$ cat src/rtl/countdown_pkg.sv
// Shared definitions for the countdown timer controller and the display/LED logic.
package countdown_pkg;

  // Controller state encoding; the display logic decodes these values directly.
  typedef enum logic [1:0] {
    ST_IDLE  = 2'd0,
    ST_RUN   = 2'd1,
    ST_PAUSE = 2'd2,
    ST_DONE  = 2'd3
  } state_t;

  // 1 s decrement tick at a 100 MHz system clock.
  localparam int DEFAULT_TICK_DIV = 100_000_000;
  localparam int DEFAULT_CNT_W    = 27;

  // States in which the prescaler free-runs.
  function automatic logic is_counting(input state_t s);
    return (s == ST_RUN) || (s == ST_DONE);
  endfunction

endpackage

$ cat src/rtl/one_pulse.sv
// Rising-edge detector for a debounced, clk-synchronous button level.
// A held level yields a single one-cycle pulse, coincident with the rising edge.
module one_pulse (
  input  logic clk,
  input  logic rst,
  input  logic level_in,
  output logic pulse_out
);

  logic level_d;

  // Registered copy of the level for edge comparison.
  always_ff @(posedge clk or posedge rst) begin
    if (rst) begin
      level_d <= 1'b0;
    end else begin
      level_d <= level_in;
    end
  end

  assign pulse_out = level_in & ~level_d;

endmodule

$ cat src/rtl/countdown_ctrl.sv
// Run/pause/clear controller for the countdown timer. Drives the decrease input of
// the least-significant down-counter digit from a divided clock tick and stops with
// a blinking done indication once the downstream digits reach zero.
//
//  state    | meaning
//  ---------+-------------------------------------------------------------
//  ST_IDLE  | stopped, prescaler cleared; waits for start
//  ST_RUN   | prescaler counting; each tick requests one decrement
//  ST_PAUSE | stopped, prescaler frozen so the partial second is kept
//  ST_DONE  | count reached zero; prescaler counting, done_led blinks
module countdown_ctrl
  import countdown_pkg::*;
#(
  parameter int TICK_DIV = DEFAULT_TICK_DIV,
  parameter int CNT_W    = DEFAULT_CNT_W
) (
  input  logic clk,
  input  logic rst,
  input  logic pb_start,
  input  logic pb_clear,
  input  logic count_zero,
  output logic decrease,
  output logic load,
  output logic running,
  output logic done_led
);

  localparam logic [CNT_W-1:0] TICK_LAST = CNT_W'(TICK_DIV - 1);
  localparam logic [CNT_W-1:0] CNT_ONE   = CNT_W'(1);

  state_t           state;
  state_t           state_nxt;
  logic [CNT_W-1:0] presc;
  logic             tick;
  logic             start_ev;
  logic             clr_ev;
  logic             dec_nxt;
  logic             load_nxt;

  one_pulse u_start_pulse (
    .clk       (clk),
    .rst       (rst),
    .level_in  (pb_start),
    .pulse_out (start_ev)
  );

  one_pulse u_clear_pulse (
    .clk       (clk),
    .rst       (rst),
    .level_in  (pb_clear),
    .pulse_out (clr_ev)
  );

  assign tick = (presc == TICK_LAST);

  // Next-state and pulse decisions; priority clr_ev > count_zero > start_ev > tick.
  always_comb begin
    state_nxt = state;
    dec_nxt   = 1'b0;
    load_nxt  = 1'b0;
    if (clr_ev) begin
      state_nxt = ST_IDLE;
      load_nxt  = 1'b1;
    end else begin
      case (state)
        ST_IDLE: begin
          if (start_ev) begin
            state_nxt = count_zero ? ST_DONE : ST_RUN;
          end
        end
        ST_RUN: begin
          if (count_zero) begin
            state_nxt = ST_DONE;
          end else if (start_ev) begin
            state_nxt = ST_PAUSE;
          end else if (tick) begin
            dec_nxt = 1'b1;
          end
        end
        ST_PAUSE: begin
          if (start_ev) begin
            state_nxt = ST_RUN;
          end
        end
        ST_DONE: begin
          state_nxt = ST_DONE;
        end
        default: begin
          state_nxt = ST_IDLE;
        end
      endcase
    end
  end

  // State, prescaler and registered outputs. The prescaler only advances while the
  // FSM stays within RUN/DONE, so the value frozen on pause entry is the one resumed.
  always_ff @(posedge clk or posedge rst) begin
    if (rst) begin
      state    <= ST_IDLE;
      presc    <= '0;
      decrease <= 1'b0;
      load     <= 1'b0;
      running  <= 1'b0;
      done_led <= 1'b0;
    end else begin
      state    <= state_nxt;
      running  <= (state_nxt == ST_RUN);
      decrease <= dec_nxt;
      load     <= load_nxt;

      if (state_nxt == ST_IDLE) begin
        presc <= '0;
      end else if (is_counting(state) && is_counting(state_nxt)) begin
        presc <= tick ? '0 : presc + CNT_ONE;
      end

      if (state_nxt != ST_DONE) begin
        done_led <= 1'b0;
      end else if ((state == ST_DONE) && tick) begin
        done_led <= ~done_led;
      end
    end
  end

endmodule
$ cat config.mk
export PLATFORM = sky130hd
export DESIGN_NAME = countdown_ctrl
export DESIGN_NICKNAME = d
export VERILOG_FILES = /design/src/rtl/countdown_pkg.sv /design/src/rtl/one_pulse.sv /design/src/rtl/countdown_ctrl.sv
export SDC_FILE = /design/constraint.sdc
export NUM_CORES = 1
export LEC_CHECK = 0
export CORE_UTILIZATION = 60
export DETAILED_ROUTE_END_ITERATION = 6
export PLACE_DENSITY = 0.79
export SYNTH_ARGS = -nofsm -noshare
export SYNTH_HDL_FRONTEND = slang
export SYNTH_SLANG_ARGS = --single-unit
$ cat constraint.sdc
create_clock -name clk -period 2.9 [get_ports clk]
set_input_delay 0.58 -clock clk [delete_from_list [all_inputs] [get_ports clk]]
set_output_delay 0.58 -clock clk [all_outputs]
set_load 0.05 [all_outputs]
# == Word level (Yosys, flattened, before mapping) ==
# Index checks and enable logic that the tools add are counted.
# classes
bitwise_logic,5
muxes,18
add_sub_neg,1
n_eq_ne,7
n_reduce_logical,8
# ops
operator,count
2-to-1 mux 27 bit,3
"adder 27 x 1 -> 27 bit, second input constant",1
"== test 27 bit, second input constant",1
2-to-1 mux 2 bit,6
2-to-1 mux 1 bit,8
case mux 2 bit (4 select lines),1
"== test 2 bit, second input constant",3
"== test 2 x 1 -> 1 bit, second input constant",2
logical NOT 2 bit,2
nonzero test 2 bit,2
inverter 1 bit,3
AND 1 bit,2
logical AND 1 bit,2
logical OR 1 bit,2
"inequality test 2 bit, second input constant",1
# word_totals
word_cells,47
out_inout_bits,4
register_bits,35
input_bits,5

# == Depth between registers and ports, before layout ==
# Gate-level depths: netlist of the first run.
# depth
depth_word,11
mapped_depth,7

# == By module ==
# A second synthesis of the first run with hierarchy kept.
# unflattened
cells_unflattened,201
hier_area_um2,1893.1
# by_module_without_submodules
module,n_inst,cells_each,area_per_inst_um2
countdown_ctrl,1,195,1808.0
one_pulse,2,3,42.5

# == Worst setup path before layout of the first run ==
# OpenSTA, ideal clock, no wires.
# synth_timing
path_kind,reg2reg
startpoint,reg presc[9]
endpoint,reg done_led
setup_time_ns,0.082
stages_incl_launch_ff,6
period_less_slack_ns,1.974
arrival_time_ns,1.892
path_slack_ns,0.926
t_required_ns,2.818
n_path_buf,0
cell_sequence,dfrtp_1 or4b_1 nor4_2 nand3_2 or4_1 a31oi_1
# synth_between
elab_chain_cells,3
# synth_rtl
element,line_no,source
from (decl),countdown_ctrl.sv:33,logic [CNT_W-1:0] presc;
from (signal assigned),countdown_ctrl.sv:114,presc <= tick ? '0 : presc + CNT_ONE;
== test 27 bit,countdown_ctrl.sv:54,assign tick = (presc == TICK_LAST);
logical AND 1 bit,countdown_ctrl.sv:119,end else if ((state == ST_DONE) && tick) begin
nonzero test 2 bit (no line),--,
to (signal assigned),countdown_ctrl.sv:120,done_led <= ~done_led;
to (decl),countdown_ctrl.sv:25,output logic done_led
# Every way passes these cells.
# A chain may end at the register's enable or synchronous reset.

# == Worst setup path in the final report of the first run ==
# Ends and elaborated chain as after synthesis.

==> results.tsv, run 1 <==
metric	value	unit
status	finished clean	
Max Root-Sink Buffers	2	
drt wl/cell	14.99	um
first-pass GRT wire length	6548	um
First-pass DRT Iterations	4	
Residual DRC	0	
H-tree Lvls	2	
top cell type by total area after synthesis	dfrtp_1	
Diodes inserted	0	
Rel. slew slack	0.5287	
synthesized cell area	1874	um2
power per cell area	513.8	nW/um2
vias in the first global route	1439	
cells along the critical path	or4b_1 > nor4_2 > nand3_2 > or4_1 > a31oi_1	
share of the synthesized area in the top cell type	0.4673	
Hold Path Origin	presc[7]	
DP HPWL	2521	um
pin count of the biggest net entering global routing	36	
GR Overflow Total	0	
Post-synth EDFFs	0	
Slew Viols, Final	0	
Main synth FF type	dfrtp_1	
final setup violation count	0	
Max-Cap Viols	0	
area of the multi-input gates	924.6	um2
antenna viol nets, final	0	
distinct cell type count after synthesis	40	
Die X	57.89	um
CTS hold repair buffers	0	
RePlAce Congestion	0.8270	
crit path launch type	register	
leading cell type in the layout, fill and taps excluded	dfrtp_1	
synthesized instance count	196	
worst reg-to-reg path cell count	5	
CTS clock-pin slew for the worst setup and hold paths	0.12	ns
Worst Setup End Kind	register	
ys async rst share	1.000	
WL final	3597	um
uppermost layer routed	met4	
Critical R2R Capture	done_led	
1st-iter DRT viols	80	
max incr delay on CP	0.55	ns
sequential share of the synthesized area	0.4673	
CTS tree	yes	
worst reg2reg setup slack	0.73	ns
IO Port Bufs	8	
Post-CTS Setup Bufs	0	
WP buf/inv	0	
met3 routed WL	150	um
overall power	0.001059	W
Hold Crit Depth	2	
average size of a mapped cell	9.563	um2
measured slew at the worst slew-check pin	0.7005	ns
most frequent cells in the layout	dfrtp_1, nor2_1, xnor2_1	
P&R area growth vs syn	10.01	%
Top delay family on crit path	simple AND/OR/NAND/NOR gates	
critical path class	reg -> reg	
root buffer cell	clkbuf_4	
CTS Sinks	35	
Yosys reg bits	35	
Synth area leaders	dfrtp_1, xnor2_1, nor2_1	
initial core utilization	0.6570	
static leakage	0.7912	nW
nets	214	
Max VDD drop	0.0004042	V
FP Rows	19	
critical path's slowest cell	or4b_1	
hold path endpoint	presc[7]	
Synth warnings	0	
Post-Route M1 WL	1684	um
Max Fanout on Critical Path	5	
cts bufs inserted	5	
Filler Cells Inserted	211	
DR vias/cell	6.200	
Seq. cell area	875.8	um2
clock skew	0.01520	ns
Die Footprint	3351	um2
gr usage total	0.2601	
final-report hold violation count	0	
Core ar.	2853	um2
CP arrival	2.46	ns
Setup TNS Final	0	ns
Worst Hold Class	reg -> reg	
Met2 Wirelength	1650	um
share of cells above drive strength 1	0.08612	
WP data required	3.18	ns
fmax	460.3	MHz
post-cts resize count	0	
Clk Latency, worst-skew pair	0.36	ns
Die Y	57.89	um
unrepaired setup endpoints after global routing	no	
fin crit share	0.7491	
minimum clock period	2.172	ns
via count	1488	
I/O pin count	9	
initial antenna violation count	0	
reg2reg start	presc[9]	
Synth Net Count	202	
[routing by layer]
metal | vias to the layer above | global-route usage
met5 | - | 0
met4 | 0 | 0.1667
met3 | 14 | 0.05804
met2 | 40 | 0.3826
met1 | 706 | 0.3505
li1 | 728 | -
[flip-flops by register name (all words and copies together), names as in the netlist]
signal                 count
load                       1
u_clear_pulse.level_d      1
presc                     27
u_start_pulse.level_d      1
decrease                   1
state                      2
running                    1
done_led                   1
[final cells by class]
cell class	count	area share
Clock buffer	6	0.02488
Clock inverter	2	0.01699
Inverter	5	0.009102
Sequential cell	35	0.4248
Multi-Input combinational cell	148	0.4484
Tap cell	31	0.01881
Timing Repair Buffer	13	0.05704
[worst reg2reg max path, delay by kind of cell, from the launching register on]
family	cells	cell delay, ns
compound gates	1	0.16
flops	1	0.46
simple gates	4	1.48
[per-stage QoR]
step / std cells / hold slack, ns / util / worst slack (ns) / instance area (um2)
CTS: 240 / 0.5625 / 0.7228 / 0.7152 / 2062
global route: 240 / 0.5879 / 0.7228 / 0.6198 / 2062
global placement: 232 / 0.5337 / 0.6925 / 0.4782 / 1976
finish: 240 / 0.5710 / 0.7228 / 0.7276 / 2062
detailed placement: 232 / 0.5473 / 0.6925 / 0.4237 / 1976
floorplan: 196 / 0.5103 / - / 0.9261 / 1874
[Yosys cell counts (all sizes together), types with 3 or more instances]
cell type	n
dfrtp	35
nor2	29
xnor2	19
nand2	12
nor3	11
nand3	10
nand4	8
a21oi	7
nor4	7
o21ai	6
inv	5
buf	4
clkbuf	4
nor3b	4
nor2b	3
nor4b	3
or4	3
[power by group]
group	total (W)	switching, W	internal, W
logic	0.000155	0.0000972	0.0000576
clock network	0.000375	0.000171	0.000204
registers	0.000530	0.0000259	0.000504
[worst max-delay path by stage]
stage                  start   endpoint  slack (ns)  depth (start not counted)
floorplan           presc[9]   done_led        0.93                          5
global placement    pb_start  presc[26]        0.48                          6
detailed placement  pb_start  presc[26]        0.42                          6
CTS                 presc[9]   presc[4]        0.72                          6
global route        presc[0]  presc[26]        0.62                          6
finish              presc[9]   done_led        0.73                          5
[cell families after synthesis]
kind of cell | synth area share
XOR/XNOR | 0.09813
flip-flops | 0.4673
AO/OA/AOI/OAI | 0.08879
adder cells (fa/ha/maj) | 0.006675
AND/OR/NAND/NOR | 0.2944
buffers and inverters | 0.03939
multiplexers | 0.005341
Power figures use the tool's default switching activity.
==> run 2, diff against run 1 <==
--- a/config.mk
+++ b/config.mk
@@ -5,9 +5,9 @@
 export SDC_FILE = /design/constraint.sdc
 export NUM_CORES = 1
 export LEC_CHECK = 0
-export CORE_UTILIZATION = 60
+export CORE_UTILIZATION = 53
 export DETAILED_ROUTE_END_ITERATION = 6
-export PLACE_DENSITY = 0.79
+export PLACE_DENSITY = 0.74
 export SYNTH_ARGS = -nofsm -noshare
 export SYNTH_HDL_FRONTEND = slang
 export SYNTH_SLANG_ARGS = --single-unit
==> constraint.sdc (replaced) <==
create_clock -name clk -period 1.9 [get_ports clk]
set_input_delay 0.38 -clock clk [delete_from_list [all_inputs] [get_ports clk]]
set_output_delay 0.38 -clock clk [all_outputs]
set_load 0.05 [all_outputs]
==> run 2 against run 1 <==
Compared with the run above:
- the run now ends with setup timing left
- sequential share of layout area decreased by 5.2 points
- power up 48%
- critical endpoint is now presc[4]
- via count rose by 11%
- sequential cell count is the same
- register-to-register slack lost 0.84 ns
- die area up 13%
- combinational power increased by 140%
- routed wire length grew 20%
==> results.tsv, run 2 (synthesis gave the netlist of run 1 again) <==
metric	value	unit	change
M1 GR Usage	0.3280		-0.02247
root buffer cell	clkbuf_4		
Clk Latency, worst-skew pair	0.36	ns	about the same
Seq. cell area	875.8	um2	unchanged
first-pass GRT wire length	7044	um	+7.6%
cells along the critical path	or4b_4 > nor4_4 > nand3_2 > a31oi_4 > buf_6 > nor2_4		
Rel. slew slack	0.6650		+0.1363
met2 usage	0.4255		+0.04287
gr usage total	0.2615		+0.001430
1st-iter DRT viols	55		-31%
vias in the first global route	1537		+6.8%
Filler Cells Inserted	259		+23%
initial antenna violation count	0		unchanged
WP buf/inv	1		+1
met3 Use GR	0.06303		+0.004989
leading cell type in the layout, fill and taps excluded	dfrtp_1		
most frequent cells in the layout	dfrtp_1, buf_4, xnor2_1		
Die X	61.47	um	+6.2%
Worst Setup End Kind	register		
largest reg by FF count	presc		
top flop regs	presc (27), state (2)		
First-pass DRT Iterations	4		unchanged
Slew Viols, Final	0		unchanged
I/O pin count	9		unchanged
minimum clock period	2.008	ns	-0.1641 ns
H-tree Lvls	2		unchanged
max incr delay on CP	0.55	ns	about the same
fmax	497.9	MHz	+8.2%
DR vias/cell	5.882		-5.1%
unrepaired setup endpoints after global routing	yes		
placed insts	269		+16%
via count	1647		+11%
CTS Sinks	35		unchanged
P&R area growth vs syn	25.37	%	
RePlAce Congestion	0.8373		+1.2%
CTS tree	yes		
cts bufs inserted	5		unchanged
DP HPWL	2868	um	+14%
GR Overflow Total	0		unchanged
failing checks	setup timing		
pin count of the biggest net entering global routing	36		unchanged
FP Rows	21		+2
static leakage	0.9328	nW	+18%
critical path class	reg -> reg		
antenna viol nets, final	0		unchanged
final-report hold violation count	0		unchanged
max reg flops	27		unchanged
Residual DRC	0		unchanged
status	complete, but fails checks		
power per cell area	666.2	nW/um2	+30%
Diodes inserted	0		unchanged
Finished Layout Cells	280		+17%
WL final	4313	um	+20%
initial core utilization	0.5573		-0.09973
Max Root-Sink Buffers	2		unchanged
nets	239		+12%
gr busiest metal	met2		
CP arrival	2.25	ns	-0.21 ns
critical path's slowest cell	or4b_4		
Max Fanout on Critical Path	7		+2
drt wl/cell	15.40	um	+2.8%
crit path launch type	register		
worst setup margin	-0.1083	ns	-0.8359 ns
final setup violation count	27		+27
share of cells above drive strength 1	0.2906		+0.2045
IO Port Bufs	8		unchanged
Max VDD drop	0.0004766	V	+18%
WP data required	2.14	ns	-1.04 ns
Worst Hold Class	in -> async		
Final Hold Slack	0.4047	ns	-0.1664 ns
measured slew at the worst slew-check pin	0.5017	ns	-0.1988 ns
clock skew	0.01765	ns	+0.002450 ns
Die Footprint	3778	um2	+13%
CTS clock-pin slew for the worst setup and hold paths	0.11	ns	about the same
Die Y	61.47	um	+6.2%
Top delay family on crit path	simple AND/OR/NAND/NOR gates		
area of the multi-input gates	1022	um2	+11%
fin crit share	1.057		+0.3079
Core ar.	3363	um2	+18%
Max-Cap Viols	0		unchanged
run 2: cell count changes in the layout (fill, tap and decap cells not counted), moves of 2 or more:
| cell | delta |
|---|---|
| buf_4 | +22 |
| nor2_1 | -20 |
| nor2_2 | +17 |
| a21oi_1 | -4 |
| a21oi_2 | +4 |
| buf_6 | +4 |
| clkdlybuf4s50_1 | -4 |
| dlymetal6s2s_1 | +3 |
| nor2_4 | +3 |
| clkbuf_1 | +2 |
run 2: worst min-delay path, cell delays in order:
cell             delay, ns
clkdlybuf4s50_1       0.39
inv_1                 0.05
buf_4                 0.38
run 2: worst paths after layout:
check	from	endpoint	slack [ns]	cells after the start
setup / recovery	presc[9]	presc[4]	-0.11	6
hold / removal	rst	u_clear_pulse.level_d	0.40	3
setup reg to reg	presc[9]	presc[4]	-0.11	6
hold reg to reg	presc[26]	presc[26]	0.59	2
max in group asynchronous	rst	presc[26]	1.15	3
min in group clk	pb_clear	u_clear_pulse.level_d	0.53	1
run 2: repair_timing:
action,CTS,global route
endpoints found under the setup margin,27,32
resized for setup,19,20
hold buffers,0,0
buffers inserted,1,0
pin swaps,19,5
cloned,2,0
run 2: report_power, final:
group	switching (W)	total, W	leakage, nW	internal (W)
Clock	0.000254	0.000398	0.0293	0.000144
Sequential	0.0000237	0.000793	0.478	0.000769
Combinational	0.000214	0.000375	0.426	0.000161
Total	0.000492	0.00157	0.933	0.00107
run 2: through the flow:
stage          setup TNS [ns]    util  power [W]  instance area [um2]  setup WS, ns
2_1_floorplan               0       -  0.0009952                 1874      0.007396
3_3_place_gp           -1.822  0.6414   0.001106                 2157       -0.1205
3_5_place_dp           -3.108  0.6414   0.001121                 2157       -0.1761
4_1_cts                -1.295  0.6778   0.001555                 2280       -0.1180
5_1_grt                -3.733  0.6987   0.001632                 2350       -0.1602
6_report               -2.205  0.6987   0.001565                 2350       -0.1083
run 2: area by class of cell:
type                            count  area share
Clock inverter                      1    0.002130
Multi-Input combinational cell    148      0.4350
Clock buffer                        7     0.01917
Sequential cell                    35      0.3727
Tap cell                           46     0.02449
Inverter                            5    0.007987
Timing Repair Buffer               38      0.1384
run 2: routing by layer:
metal / vias up / part of all wire
met4: 0 / 0.033
met2: 43 / 0.50
met1: 824 / 0.42
met5: - / 0
li1: 767 / -
met3: 13 / 0.039
==> run 3, diff against run 2 <==
--- a/config.mk
+++ b/config.mk
@@ -5,8 +5,9 @@
 export SDC_FILE = /design/constraint.sdc
 export NUM_CORES = 1
 export LEC_CHECK = 0
-export CORE_UTILIZATION = 53
+export CORE_UTILIZATION = 56
 export DETAILED_ROUTE_END_ITERATION = 6
+export DONT_BUFFER_PORTS = 1
 export PLACE_DENSITY = 0.74
 export SYNTH_ARGS = -nofsm -noshare
 export SYNTH_HDL_FRONTEND = slang
==> run 3 against run 2 <==
Compared with the run above:
- the run still ends with setup timing left
- non-clock buffer count shrank 19
- largest power group unchanged
- final cell count shrank 7.5%
- maximum frequency shrank 1.0%
- register-to-register slack lost 0.02 ns
- clock-buffer cell count grew 1
- clock power grew 17%
- sequential share of layout area grew 4.0 points
- sequential cell count is the same
- worst setup slack lost 0.021 ns
==> results.tsv, run 3 (synthesis gave the netlist of run 1 again) <==
metric	value	unit	change
status	complete, but fails checks		
failing checks	setup timing		
final-report hold violation count	0		unchanged
via count	1509		-8.4%
worst reg-to-reg path cell count	5		-1
minimum clock period	2.029	ns	+0.02116 ns
initial core utilization	0.6040		+0.04674
most frequent cells in the layout	dfrtp_1, nor2_1, xnor2_1		
Die Y	59.85	um	-2.6%
overall power	0.001513	W	-3.4%
WL final	3796	um	-12%
Core ar.	3103	um2	-7.7%
static leakage	0.8322	nW	-11%
Critical R2R Capture	done_led		
Diodes inserted	0		unchanged
Worst Setup End Kind	register		
root buffer cell	clkbuf_4		
Finished Layout Cells	259		-7.5%
GR Overflow Total	0		unchanged
IO Port Bufs	0		-8
Rel. slew slack	0.7015		+0.03647
Max-Cap Viols	0		unchanged
RePlAce Congestion	0.8806		+5.2%
I/O pin count	9		unchanged
vias in the first global route	1428		-7.1%
H-tree Lvls	2		unchanged
leading cell type in the layout, fill and taps excluded	dfrtp_1		
placed insts	251		-6.7%
Die Footprint	3582	um2	-5.2%
WP data required	2.16	ns	+0.02 ns
nets	220		-7.9%
Max VDD drop	0.0004964	V	+4.2%
cts bufs inserted	5		unchanged
CTS Sinks	35		unchanged
fmax	492.7	MHz	-1.0%
final setup violation count	27		unchanged
Filler Cells Inserted	257		-0.77%
FP Rows	20		-4.8%
CP arrival	2.29	ns	+0.04 ns
utilization after layout	0.6835		-0.01519
First-pass DRT Iterations	4		unchanged
initial antenna violation count	0		unchanged
DR vias/cell	5.826		-0.95%
worst reg2reg setup slack	-0.13	ns	-0.02 ns
clock skew	0.01156	ns	-0.006086 ns
DP HPWL	2639	um	-8.0%
power per cell area	713.3	nW/um2	+7.1%
top flop regs	presc (27), state (2)		
1st-iter DRT viols	102		+85%
drt wl/cell	14.66	um	-4.9%
first-pass GRT wire length	6306	um	-10%
Slew Viols, Final	0		unchanged
Max Root-Sink Buffers	2		unchanged
unrepaired setup endpoints after global routing	yes		
gr usage total	0.2391		-0.02246
Worst Hold Class	in -> async		
max reg flops	27		unchanged
P&R area growth vs syn	13.15	%	
CTS hold repair buffers	0		unchanged
reg2reg start	presc[9]		
Max Fanout on Critical Path	3		-4
pin count of the biggest net entering global routing	36		unchanged
Post-CTS Setup Bufs	0		-1
fin crit share	1.068		+0.01113
worst setup margin	-0.1295	ns	-0.02116 ns
crit path launch type	register		
measured slew at the worst slew-check pin	0.4481	ns	-0.05358 ns
share of cells above drive strength 1	0.1581		-0.1325
Clk Latency, worst-skew pair	0.34	ns	-0.02 ns
Die X	59.85	um	-2.6%
CTS tree	yes		
Residual DRC	0		unchanged
critical path class	reg -> reg		
antenna viol nets, final	0		unchanged
CTS clock-pin slew for the worst setup and hold paths	0.11	ns	about the same
largest reg by FF count	presc		
-- run 3: worst max path at each step --
stage | slack, ns | cells past startpoint | from | end
4_1_cts | -0.07 | 5 | presc[9] | done_led
3_3_place_gp | 0.02 | 5 | presc[9] | done_led
6_report | -0.13 | 5 | presc[9] | done_led
3_5_place_dp | -0.08 | 5 | presc[9] | done_led
2_1_floorplan | 0.007 | 5 | presc[9] | done_led
5_1_grt | -0.18 | 5 | presc[9] | done_led
-- run 3: worst max-delay path, cell delays in order (launching register included) --
cell and delay (ns):
dfrtp_1 0.42, or4b_4 0.57, nor4_4 0.23, nand3_2 0.16, or4_4 0.45, a31oi_2 0.13
-- run 3: report_power, final --
part           switching, W  internal, W
clock network      0.000246     0.000218
logic              0.000151    0.0000911
registers         0.0000377     0.000769
total              0.000435      0.00108
-- run 3: area by class of cell --
cell class | count | area [um2] | share of cell area
inverter | 5 | 18.77 | 0.008850
tap | 44 | 55.05 | 0.02596
sequential | 35 | 875.8 | 0.4130
multi-input combinational | 148 | 947.2 | 0.4466
clock buffer | 8 | 68.82 | 0.03245
timing repair buffer | 19 | 155.1 | 0.07316
-- run 3: stage by stage --
step	hold slack [ns]	instance area (um2)	setup TNS [ns]	setup slack [ns]
3_3_place_gp	0.3834	2029	0	0.02226
2_1_floorplan	0.4114	1874	0	0.007396
6_report	0.02061	2121	-1.741	-0.1295
4_1_cts	0.04238	2098	-0.07440	-0.07440
3_5_place_dp	0.4090	2029	-0.07790	-0.07790
5_1_grt	0.04539	2121	-3.485	-0.1814
-- run 3: repair_timing --
action | CTS | global route
setup endpoints to repair | 1 | 27
gates resized for setup | 0 | 4
pin swaps | 0 | 3
-- run 3: metal layers --
metal  part of all wire  GRT usage  routed length [um]  vias to the layer above
li1                   -          -                   -                      736
met1               0.46     0.3115                1762                      742
met2               0.49     0.3952                1858                       21
met3              0.028    0.04545                 106                       10
met4              0.018    0.08638                  68                        0
met5                  0          0                   0                        -
